<file path="config.mk">
export PLATFORM = sky130hd
export DESIGN_NAME = wrr_credit_arbiter
export DESIGN_NICKNAME = d
export VERILOG_FILES = /design/src/rtl/wrr_pkg.sv /design/src/rtl/rr_priority_pick.sv /design/src/rtl/wrr_credit_arbiter.sv
export SDC_FILE = /design/constraint.sdc
export NUM_CORES = 1
export LEC_CHECK = 0
export ABC_CLOCK_PERIOD_IN_PS = 5820
export CAP_MARGIN = 20
export CORE_ASPECT_RATIO = 0.5
export CORE_UTILIZATION = 44
export DETAILED_ROUTE_END_ITERATION = 7
export PLACE_DENSITY = 0.8
export SYNTH_ARGS = -nofsm -noshare
export SYNTH_HDL_FRONTEND = slang
export SYNTH_HIERARCHICAL = 1
export SYNTH_SLANG_ARGS = --single-unit
</file>
<file path="constraint.sdc">
create_clock -name clk -period 5.82 [get_ports clk]
set_clock_uncertainty 0.2 [all_clocks]
set_input_delay 1.455 -clock clk [delete_from_list [all_inputs] [get_ports clk]]
set_output_delay 1.455 -clock clk [all_outputs]
set_load 0.02 [all_outputs]
</file>
<file path="src/rtl/wrr_pkg.sv">
// Shared types and helpers for the weighted round-robin credit arbiter.
// Combinational helpers only; no latency or backpressure of its own.
package wrr_pkg;

    typedef enum logic [0:0] {
        IDLE  = 1'b0,
        GRANT = 1'b1
    } wrr_state_t;

    // A zero weight still has to allow one transfer, otherwise the owner could never be served.
    function automatic int unsigned clamp_weight(input int unsigned w);
        return (w == 32'd0) ? 32'd1 : w;
    endfunction

endpackage

</file>
<file path="src/rtl/rr_priority_pick.sv">
// Rotating priority encoder: first asserted request at or after ptr, wrapping.
// Purely combinational, zero latency; no backpressure.
module rr_priority_pick
    import wrr_pkg::*;
#(
    parameter int CHANNELS = 8,
    parameter int ID_W     = $clog2(CHANNELS)
) (
    input  logic [CHANNELS-1:0] request,
    input  logic [ID_W-1:0]     ptr,
    output logic                found,
    output logic [ID_W-1:0]     pick_id,
    output logic [CHANNELS-1:0] pick_onehot
);

    logic [ID_W-1:0] idx;

    always_comb begin
        found       = 1'b0;
        pick_id     = '0;
        pick_onehot = '0;
        idx         = '0;
        for (int i = 0; i < CHANNELS; i++) begin
            idx = ID_W'((int'(ptr) + i) % CHANNELS);
            if (!found && request[idx]) begin
                found            = 1'b1;
                pick_id          = idx;
                pick_onehot[idx] = 1'b1;
            end
        end
    end

endmodule

</file>
<file path="src/rtl/wrr_credit_arbiter.sv">
// Weighted round-robin arbiter: owner keeps the grant for up to weight acked transfers.
// Grant one edge after request from idle, zero-bubble handover on the last ack; ack=0 holds ownership.
module wrr_credit_arbiter
    import wrr_pkg::*;
#(
    parameter int  CHANNELS = 8,
    parameter int  WEIGHT_W = 8,
    localparam int ID_W     = $clog2(CHANNELS)
) (
    input  logic                         clk,
    input  logic                         reset,
    input  logic [CHANNELS-1:0]          request,
    input  logic [CHANNELS*WEIGHT_W-1:0] weight,
    input  logic                         mode,
    input  logic                         ack,
    output logic [CHANNELS-1:0]          grant,
    output logic                         grant_valid,
    output logic [ID_W-1:0]              grant_id,
    output logic [WEIGHT_W-1:0]          credit
);

    wrr_state_t            state_q, state_d;
    logic [ID_W-1:0]       ptr_q, ptr_d;
    logic [ID_W-1:0]       owner_q, owner_d;
    logic [WEIGHT_W-1:0]   credit_q, credit_d;
    logic [CHANNELS-1:0]   grant_q, grant_d;
    logic                  mode_q, mode_d;

    logic                  in_grant;
    logic                  owner_req;
    logic                  handover;
    logic                  take_pick;
    logic [ID_W-1:0]       owner_nxt;
    logic [ID_W-1:0]       pick_ptr;
    logic                  found;
    logic [ID_W-1:0]       pick_id;
    logic [CHANNELS-1:0]   pick_onehot;
    logic [WEIGHT_W-1:0]   w_sel;
    logic [WEIGHT_W-1:0]   load_credit;

    assign in_grant  = (state_q == GRANT);
    assign owner_req = request[owner_q];
    assign owner_nxt = (owner_q == ID_W'(CHANNELS - 1)) ? '0 : owner_q + ID_W'(1);

    // Losing the request aborts; otherwise ownership ends on the last credit or a mode change seen at ack.
    assign handover  = in_grant &&
                       (!owner_req || (ack && ((credit_q <= WEIGHT_W'(1)) || (mode != mode_q))));
    assign pick_ptr  = in_grant ? owner_nxt : ptr_q;
    assign take_pick = found && (!in_grant || handover);

    rr_priority_pick #(
        .CHANNELS (CHANNELS),
        .ID_W     (ID_W)
    ) u_pick (
        .request     (request),
        .ptr         (pick_ptr),
        .found       (found),
        .pick_id     (pick_id),
        .pick_onehot (pick_onehot)
    );

    assign w_sel       = weight[int'(pick_id) * WEIGHT_W +: WEIGHT_W];
    assign load_credit = mode ? WEIGHT_W'(clamp_weight(32'(w_sel))) : WEIGHT_W'(1);

    always_comb begin
        state_d  = state_q;
        ptr_d    = ptr_q;
        owner_d  = owner_q;
        credit_d = credit_q;
        grant_d  = grant_q;
        mode_d   = mode_q;
        if (handover) begin
            ptr_d = owner_nxt;
        end
        if (take_pick) begin
            state_d  = GRANT;
            owner_d  = pick_id;
            grant_d  = pick_onehot;
            credit_d = load_credit;
            mode_d   = mode;
        end else if (handover) begin
            state_d  = IDLE;
            owner_d  = '0;
            grant_d  = '0;
            credit_d = '0;
        end else if (in_grant && ack) begin
            credit_d = credit_q - WEIGHT_W'(1);
        end
    end

    always_ff @(posedge clk or posedge reset) begin
        if (reset) begin
            state_q  <= IDLE;
            ptr_q    <= '0;
            owner_q  <= '0;
            credit_q <= '0;
            grant_q  <= '0;
            mode_q   <= 1'b0;
        end else begin
            state_q  <= state_d;
            ptr_q    <= ptr_d;
            owner_q  <= owner_d;
            credit_q <= credit_d;
            grant_q  <= grant_d;
            mode_q   <= mode_d;
        end
    end

    assign grant       = grant_q;
    assign grant_valid = in_grant;
    assign grant_id    = owner_q;
    assign credit      = credit_q;

endmodule

</file>
Yosys cells after proc, flatten, opt, wreduce, memory -nomap -nowiden. Cells that the tools add are included.

$add $sub $neg: 9. $lt $le $gt $ge: 18. Equality and inequality tests: 2. Shifts and indexed selects: 1. Multiplexer cells: 71. Bitwise operators: 7. Reductions and logical operators: 34.

Operators with widths (count): $mux W8 (15); $shiftx A64 B7 Y8 (1); $or A8 B8 Y8 (7); $lt A3 B4 Y1 const B (9); $mux W3 (12); $bmux W1 S3 (9); $mux W1 (27); $demux W1 S3 (8); $ge A3 B1 Y1 const B (8); $logic_and A1 B1 Y1 (19); $add A3 B3 Y3 const B (4); $logic_not A1 Y1 (9); $le A8 B1 Y1 const B (1); $logic_not A8 Y1 (1); $sub A8 B1 Y8 const B (1); $add A3 B1 Y3 const B (2); $add A3 B2 Y3 const B (2); $eq A3 B3 Y1 const B (1); $logic_or A1 B1 Y1 (3); $reduce_bool A3 Y1 (1); $reduce_bool A2 Y1 (1); $ne A1 B1 Y1 (1).

Register bits: 24. Input bits: 76. Output and inout port bits: 20. Word-level logic and storage cells: 148.

Logic depth before layout (Yosys ltp). Gate-level depths: netlist of the first run.

Depth after elaboration: 32. Gate-level depth with buffers: 23. Depth with buffers taken out: 17.

Modules after synthesis. The synthesis of the first run kept the hierarchy.

By module, submodules not included: wrr_credit_arbiter (times used 1, cells an instance 158, area each 1940.6 um^2, sequential area each 600.6 um^2); rr_priority_pick (times used 1, cells an instance 153, area each 1285.0 um^2, sequential area each 0.0 um^2).

Worst setup path before layout of the first run. Ideal clock, no wire load.

Path kind: register to register. Start: reg owner_q[0] (netlist: grant_id[0]). End: reg credit_q[0] (netlist: credit[0]). Library setup time: 0.081 ns. Data arrival time: 5.463 ns. Data required time: 5.539 ns. Slack: 0.076 ns. Cell stages (with the launch flop): 23. Path buffers: 5. Clock period less this slack: 5.744 ns. Cell sequence: dfrtp_1 -> ha_1 -> ha_1 -> nor2_1 -> mux2_2 -> buf_4 -> buf_2 -> inv_2 -> ha_1 -> buf_2 -> mux4_2 -> mux2i_4 -> and4b_1 -> buf_6 -> and3_4 -> nor4_1 -> a31oi_1 -> buf_6 -> mux4_2 -> or4_1 -> o41ai_2 -> a32oi_1 -> a31oi_2.

Cells in the longest elaborated chain, start to end: 32. Elaborated cells on any way between the ends: 71. Classes of those cells: 8 x add/sub; 1 x eq/ne; 1 x shift; 40 x mux; 21 x reduce/logical.

Ends and longest elaborated chain: start, declared (line wrr_credit_arbiter.sv:24) `logic [ID_W-1:0] owner_q, owner_d;`; start signal, assigned (line wrr_credit_arbiter.sv:102) `owner_q <= owner_d;`; $add A3 B1 Y3 or $eq A3 B3 Y1 (tied branches) (line wrr_credit_arbiter.sv:43) `assign owner_nxt = (owner_q == ID_W'(CHANNELS - 1)) ? '0 : owner_q + ID_W'(1);`; $mux W3 (*) (line wrr_credit_arbiter.sv:43); $mux W3 (*) (line wrr_credit_arbiter.sv:48) `assign pick_ptr = in_grant ? owner_nxt : ptr_q;`; net pick_ptr[0] (line wrr_credit_arbiter.sv:34) `logic [ID_W-1:0] pick_ptr;`; branches (longest 23 deep; another with $add A3 B1 Y3); $mux W3 (*) (line rr_priority_pick.sv:25) `if (!found && request[idx]) begin`; net pick_id[0] (line wrr_credit_arbiter.sv:36) `logic [ID_W-1:0] pick_id;`; $shiftx A64 B7 Y8 (*) (line wrr_credit_arbiter.sv:62) `assign w_sel = weight[int'(pick_id) * WEIGHT_W +: WEIGHT_W];`; $logic_not A8 Y1 (line wrr_pkg.sv:12) `return (w == 32'd0) ? 32'd1 : w;`; $mux W8 (*) (line wrr_pkg.sv:12); $mux W8 (*) (line wrr_credit_arbiter.sv:63) `assign load_credit = mode ? WEIGHT_W'(clamp_weight(32'(w_sel))) : WEIGHT_W'(1);`; $mux W8 (*) (line wrr_credit_arbiter.sv:75) `if (take_pick) begin`; end signal, assigned (line wrr_credit_arbiter.sv:103) `credit_q <= credit_d;`; end, declared (line wrr_credit_arbiter.sv:25) `logic [WEIGHT_W-1:0] credit_q, credit_d;`.

Mark *: on every way through the listed nets, which the timed path passes. The select of a mux whose other input is x is not followed. A chain may end at the register's enable or synchronous reset.

Final worst setup path of the first run.
Start: in request[6]. End: reg credit_q[0] (netlist: credit[0]).

Cells in the longest elaborated chain, start to end: 29. Elaborated cells on any way between the ends: 60. Classes of those cells: 1 x shift; 38 x mux; 21 x reduce/logical.

Ends and longest elaborated chain: start, declared (line wrr_credit_arbiter.sv:12) `input logic [CHANNELS-1:0] request,`; $bmux W1 S3 (line rr_priority_pick.sv:25); $mux W1 (implied by the code) (line rr_priority_pick.sv:25); $mux W1 (line rr_priority_pick.sv:25); $logic_not A1 Y1 (line rr_priority_pick.sv:25); $logic_and A1 B1 Y1 (line rr_priority_pick.sv:25); $mux W1 (line rr_priority_pick.sv:25); $logic_not A1 Y1 (line rr_priority_pick.sv:25); $logic_and A1 B1 Y1 (line rr_priority_pick.sv:25); (+14 left out); $logic_and A1 B1 Y1 (line rr_priority_pick.sv:25); $mux W3 (*) (line rr_priority_pick.sv:25); net pick_id[0] (line wrr_credit_arbiter.sv:36); $shiftx A64 B7 Y8 (*) (line wrr_credit_arbiter.sv:62); $logic_not A8 Y1 (line wrr_pkg.sv:12); $mux W8 (*) (line wrr_pkg.sv:12); $mux W8 (*) (line wrr_credit_arbiter.sv:63); $mux W8 (*) (line wrr_credit_arbiter.sv:75).

The timed path passes the listed nets; every way through them passes the cells marked *. The select of a mux whose other input is x is not followed.

==> results.yml, run 1 <==
worst_setup_path:
  r2r_end: "credit[0]$_DFFE_PP0P_"
  endpoint: "credit[0]$_DFFE_PP0P_"
  worst_ep_arrival_time_ns: 5.61
  path_cells: "clkdlybuf4s50_1 -> mux2_2 -> mux4_2 -> nor2_2 -> and3_4 -> nor4_1 -> a31oi_2 -> buf_12 -> mux4_2 -> or4_1 -> o41ai_2 -> a32oi_1 -> a31oi_2"
  cp.required_ns: 5.80
  r2r_start: "grant_id[0]$_DFFE_PP0P_"
  crit_type: "input port to flip-flop"
  crit_slowest_cell: "mux4_2"
  crit_path_start_kind: "input port"
  cp_num_cells: 13
  reg2regPathDepth: 18
  reg2reg_slack_ns: 0.20
  cp_slowest_stage_delay_ns: 0.57
  end_kind: "flip-flop"
  cp_top_family: "multiplexers"
  worst-path-max-fanout: 17
  setup.worst_path.start: "request[6]"
  cp_num_buf_inv: 2
floorplanning:
  rows: 21
  die_y_microns: 62.5
  coreArea_sq_mm: 0.00688
  io_pins: 96
  start_util: 0.469
  die_w_microns: 123
  die-area_sq_mm: 0.00770
drt:
  wirelength_mm: 9.85
  remaining_drc_errors: 0
  ant_nets: 0
  route.vias.total: 3236
  wire_per_inst_microns: 19.7
  drt-pass1-iter-count: 5
  viasPerCell: 6.48
  first_iter_violations: 316
global_route:
  grt_remaining_overflow: 0
  grt_use_total: 0.267
  grt_max_degree: 25
  antenna_found_initial: 0
  grt_pass1_vias: 3253
  grt_pass1_wl_mm: 16.2
timing:
  hold_viol: 0
  fin_ws_ns: 0.190
  fin_crit_sh: 0.967
  slew_violations: 0
  clock.fmax_ghz: 0.178
  fin_crit_ns: 5.63
  worst_slew_pin_slew_ns: 0.895
  setup_tns_ns: 0
  relSlewSlack: 0.402
  rsz0062_at_grt: "no"
  setup-violations-final: 0
placed_design:
  globalplace.congestion: 0.920
  io_buffers: 95
  place_hpwl_mm: 7.81
  pre_cts_ws_ns: -0.0848
logic_synthesis:
  yosysSeqAreaShare: 0.186
  syn_inst: 311
  ys_seq_elements: 24
  syn_nets: 397
  synth_edf_count: 0
  synth_area_leaders: "dfrtp_1 (19%), mux4_2 (13%), mux2_2 (8.0%)"
  syn_area_per_cell_sq_um: 10.4
  synthTopCellsByCount: "nand2_1 (32), dfrtp_1 (24), mux2_2 (23), mux4_2 (19), nor2_1 (16)"
  synth_area_sq_mm: 0.00323
  async_reset_ff_frac: 1.00
  synth_flop_cell: "dfrtp_1"
  synth_top_area_cell: "dfrtp_1"
  synth_cell_types: 68
  yosysMostFrequentCell: "nand2_1"
  synth_top_cell_area_share: 0.186
  yosys_warnings: 6
status:
  outcome: "complete, no violations"
layout:
  fillers: 565
  diodes: 0
  area.growth.synth_to_final_pct: 35.7
  drive_gt1_frac: 0.211
  num-nets-final: 494
run:
  cap_violations: 0
clocking:
  clock_path_buffers: 2
  worstSkewPairLatency_ns: 0.26
  cts-root-buf: "clkbuf_16"
  cts.sink_count: 24
  path_clk_slew_ns: 0.06
  htreeDepth: 1
  cts_buffers: 3
  cts_tree: "built"
  holdBufCountCts: 0
worst_hold_path:
  hold_class: "flip-flop to flip-flop"
## how the worst min path moves through the flow
| stage | startpoint | end | slack [ns] | cells after the start |
|---|---|---|---|---|
| after floorplan | mode_q$_DFFE_PP0P_ | mode_q$_DFFE_PP0P_ | 0.27 | 2 |
| after global placement | ptr_q[0]$_DFFE_PP0N_ | ptr_q[0]$_DFFE_PP0N_ | 0.28 | 1 |
| after detailed placement | grant[6]$_DFFE_PP0P_ | grant[6]$_DFFE_PP0P_ | 0.29 | 1 |
| after CTS | grant[6]$_DFFE_PP0P_ | grant[6]$_DFFE_PP0P_ | 0.31 | 1 |
| after global routing | grant[1]$_DFFE_PP0P_ | grant[1]$_DFFE_PP0P_ | 0.32 | 1 |
| final | grant[6]$_DFFE_PP0P_ | grant[6]$_DFFE_PP0P_ | 0.31 | 1 |
## layer usage
layer  wire length [microns]  GRT usage  up-vias  part of all wire
met3                     777     0.0365       18             0.079
met4                     171     0.0768        0             0.017
met5                       0          0        -                 0
met1                    4000      0.356     1575              0.41
li1                        -          -     1444                 -
met2                    4900      0.454      199              0.50
## cells in the final DEF, fill, tap and decap left out, types with 9 or more instances in the layout
cell / netlist / final
a21oi_1: 12 / 12
a22o_1: 11 / 11
buf_4: 3 / 16
clkdlybuf4s50_1: 0 / 95
dfrtp_1: 24 / 24
ha_1: 10 / 9
inv_1: 15 / 15
mux2_2: 23 / 23
mux2i_1: 10 / 10
mux4_2: 19 / 19
nand2_1: 32 / 32
nor2_1: 16 / 16
## sequential cells by signal, indices dropped and copies added, names as in the netlist
signal / count
credit: 8
grant: 8
grant_id: 3
grant_valid: 1
mode_q: 1
ptr_q: 3
## through the flow
| stage | instances | hold slack (ns) | utilization | area (sq um) |
|---|---|---|---|---|
| 2_1_floorplan | 311 | 0.266 | - | 3230 |
| 3_3_place_gp | 495 | 0.283 | 0.619 | 4260 |
| 3_5_place_dp | 495 | 0.290 | 0.619 | 4260 |
| 4_1_cts | 499 | 0.308 | 0.634 | 4360 |
| 5_1_grt | 499 | 0.319 | 0.636 | 4380 |
| 6_report | 499 | 0.305 | 0.636 | 4380 |
## repair_timing
action                                  CTS  global route
endpoints found under the hold margin     0             0
gates resized for setup                   0             3
buffers inserted                          0             0
endpoints found under the setup margin    0             1
## cell type report
| cell class | instances | area (sq um) | area share |
|---|---|---|---|
| clock inverters | 1 | 30.0 | 0.00686 |
| multi-input cells | 250 | 2400 | 0.549 |
| inverters | 17 | 63.8 | 0.0146 |
| clock buffers | 3 | 75.1 | 0.0171 |
| flip-flops and latches | 24 | 601 | 0.137 |
| well taps | 92 | 115 | 0.0263 |
| repair buffers | 112 | 1090 | 0.249 |
## cell families (layout without fill, tap and decap cells)
family	after synthesis	after routing	synth area share
xor gates and xnor gates	4	4	0.0190
DFF	24	24	0.186
muxes	63	63	0.325
adders and majority gates	10	10	0.0388
and+or+nand+nor	89	89	0.142
AOI/OAI and AO/OA	84	84	0.211
buffers and inverters	37	133	0.0780
Power of run 1 is left out: the tool's default activity adds up to more than one toggle a clock period on the data nets, which glitch-free logic cannot reach.
==> run 2: changes to the inputs <==
CORE_UTILIZATION = 45   (was 44)
CTS_BUF_LIST = sky130_fd_sc_hd__clkbuf_8   (was unset)
CTS_CLUSTER_DIAMETER = 40   (was unset)
PLACE_DENSITY = 0.82   (was 0.8)
==> run 2 against run 1 <==
Effect of this change: non-clock buffer count is 3 higher; sequential cell count unchanged; critical path depth did not move; sequential share of layout area up 0.071 points; global-route usage is 0.40 points lower; fmax grew 0.19%; die area fell by 2.2%; critical endpoint unchanged; first-iteration DRC count decreased by 20%.
==> results.yml, run 2 (same netlist as run 1, synthesis figures left out) <==
clocking:
  path_clk_slew_ns: 0.09
  htreeDepth: 1
  worstSkewPairLatency_ns: 0.27
  cts_buffers: 3
  cts_tree: "built"
  cts.sink_count: 24
  clock_path_buffers: 2
  cts-root-buf: "clkbuf_8"
worst_setup_path:
  worst-path-max-fanout: 17
  reg2reg_slack_ns: 0.29
  r2r_start: "grant_id[0]$_DFFE_PP0P_"
  cp_top_family: "multiplexers"
  worst_ep_arrival_time_ns: 5.62
  path_cells: "clkdlybuf4s50_1 -> mux2_2 -> mux4_2 -> and4b_2 -> and3_4 -> nor4_1 -> a31oi_2 -> buf_12 -> mux4_2 -> or4_1 -> o41ai_2 -> a32oi_1 -> a31oi_2"
  crit_slowest_cell: "or4_1"
  crit_type: "input port to flip-flop"
  endpoint: "credit[0]$_DFFE_PP0P_"
  cp_num_buf_inv: 2
  cp.required_ns: 5.82
  setup.worst_path.start: "request[5]"
  reg2regPathDepth: 18
  r2r_end: "credit[0]$_DFFE_PP0P_"
  cp_slowest_stage_delay_ns: 0.56
  crit_path_start_kind: "input port"
  end_kind: "flip-flop"
  cp_num_cells: 13
layout:
  stdcell_count: 502
  final_common_cell: "clkdlybuf4s50_1"
  drive_gt1_frac: 0.217
  diodes: 0
  area.growth.synth_to_final_pct: 35.0
  final_cell_mix: "clkdlybuf4s50_1 (95), nand2_1 (32), dfrtp_1 (24), mux2_2 (23)"
  num-nets-final: 497
floorplanning:
  die_w_microns: 122
  coreArea_sq_mm: 0.00681
  rows: 21
  die-area_sq_mm: 0.00753
  io_pins: 96
  die_y_microns: 61.9
  start_util: 0.474
global_route:
  grt_use_total: 0.263
  grt_pass1_wl_mm: 15.4
  antenna_found_initial: 0
  grt_pass1_vias: 3078
  grt_remaining_overflow: 0
  grt_max_degree: 25
drt:
  wire_per_inst_microns: 19.4
  route.vias.total: 3184
  viasPerCell: 6.34
  drt-pass1-iter-count: 5
  remaining_drc_errors: 0
  ant_nets: 0
  wirelength_mm: 9.73
  first_iter_violations: 252
placed_design:
  dp_cells: 497
  place_hpwl_mm: 7.68
  io_buffers: 95
  globalplace.congestion: 0.986
timing:
  hold_viol: 0
  setup_tns_ns: 0
  worst_slew_pin_slew_ns: 0.932
  clock.fmax_ghz: 0.178
  relSlewSlack: 0.378
  rsz0062_at_grt: "no"
  fin_crit_ns: 5.62
  fin_crit_sh: 0.966
  setup-violations-final: 0
  slew_violations: 0
status:
  outcome: "complete, no violations"
worst_hold_path:
  hold_class: "flip-flop to flip-flop"
run:
  cap_violations: 0
## run 2: worst reg2reg max path: stages, from the launching register on
cell and delay, ns:
dfrtp_1 0.47, ha_1 0.23, ha_1 0.18, nor2_1 0.12, mux2_2 0.19, inv_2 0.04, ha_2 0.38, mux4_2 0.62
mux2_2 0.36, nor2_2 0.18, and3_4 0.22, nor4_1 0.05, a31oi_2 0.28, buf_12 0.22, mux4_2 0.52, or4_1 0.56
o41ai_2 0.33, a32oi_1 0.15, a31oi_2 0.15
## run 2: how the worst min path moves through the flow
stage	slack, ns	to	cells after the start	from
floorplan	0.27	mode_q$_DFFE_PP0P_	2	mode_q$_DFFE_PP0P_
global placement	0.28	ptr_q[0]$_DFFE_PP0N_	1	ptr_q[0]$_DFFE_PP0N_
detailed placement	0.29	mode_q$_DFFE_PP0P_	2	mode_q$_DFFE_PP0P_
CTS	0.31	grant[5]$_DFFE_PP0P_	1	grant[5]$_DFFE_PP0P_
global route	0.32	grant[5]$_DFFE_PP0P_	1	grant[5]$_DFFE_PP0P_
finish	0.31	ptr_q[1]$_DFFE_PP0N_	1	ptr_q[1]$_DFFE_PP0N_
## run 2: area by class of cell
class                      count  area, sq um
timing repair buffer         115         1110
clock inverter                 1         30.0
fill                         539         2450
tap                           92          115
sequential                    24          601
inverter                      17         63.8
clock buffer                   3         41.3
multi-input combinational    250         2390
## run 2: timing repair
item | in CTS | in global routing
endpoints found under the setup margin | 0 | 1
hold buffers | 0 | 0
setup buffers | 0 | 1
resized for setup | 0 | 2
## run 2: through the flow
step	utilization	setup WS [ns]	area (sq um)	hold WS, ns
after CTS	0.638	0.207	4340	0.311
after global placement	0.628	0.0583	4270	0.284
after floorplan	-	0.0759	3230	0.266
after detailed placement	0.628	-0.0571	4270	0.286
after global routing	0.640	0.0398	4360	0.321
final	0.640	0.200	4360	0.311
## run 2: layer usage
| metal | global-route usage | part of all wire | vias to the layer above |
|---|---|---|---|
| met5 | 0 | 0 | - |
| met3 | 0.0484 | 0.057 | 18 |
| met4 | 0.0635 | 0.016 | 0 |
| li1 | - | - | 1451 |
| met2 | 0.474 | 0.49 | 136 |
| met1 | 0.338 | 0.44 | 1579 |
Power of run 2 is left out for the same reason.
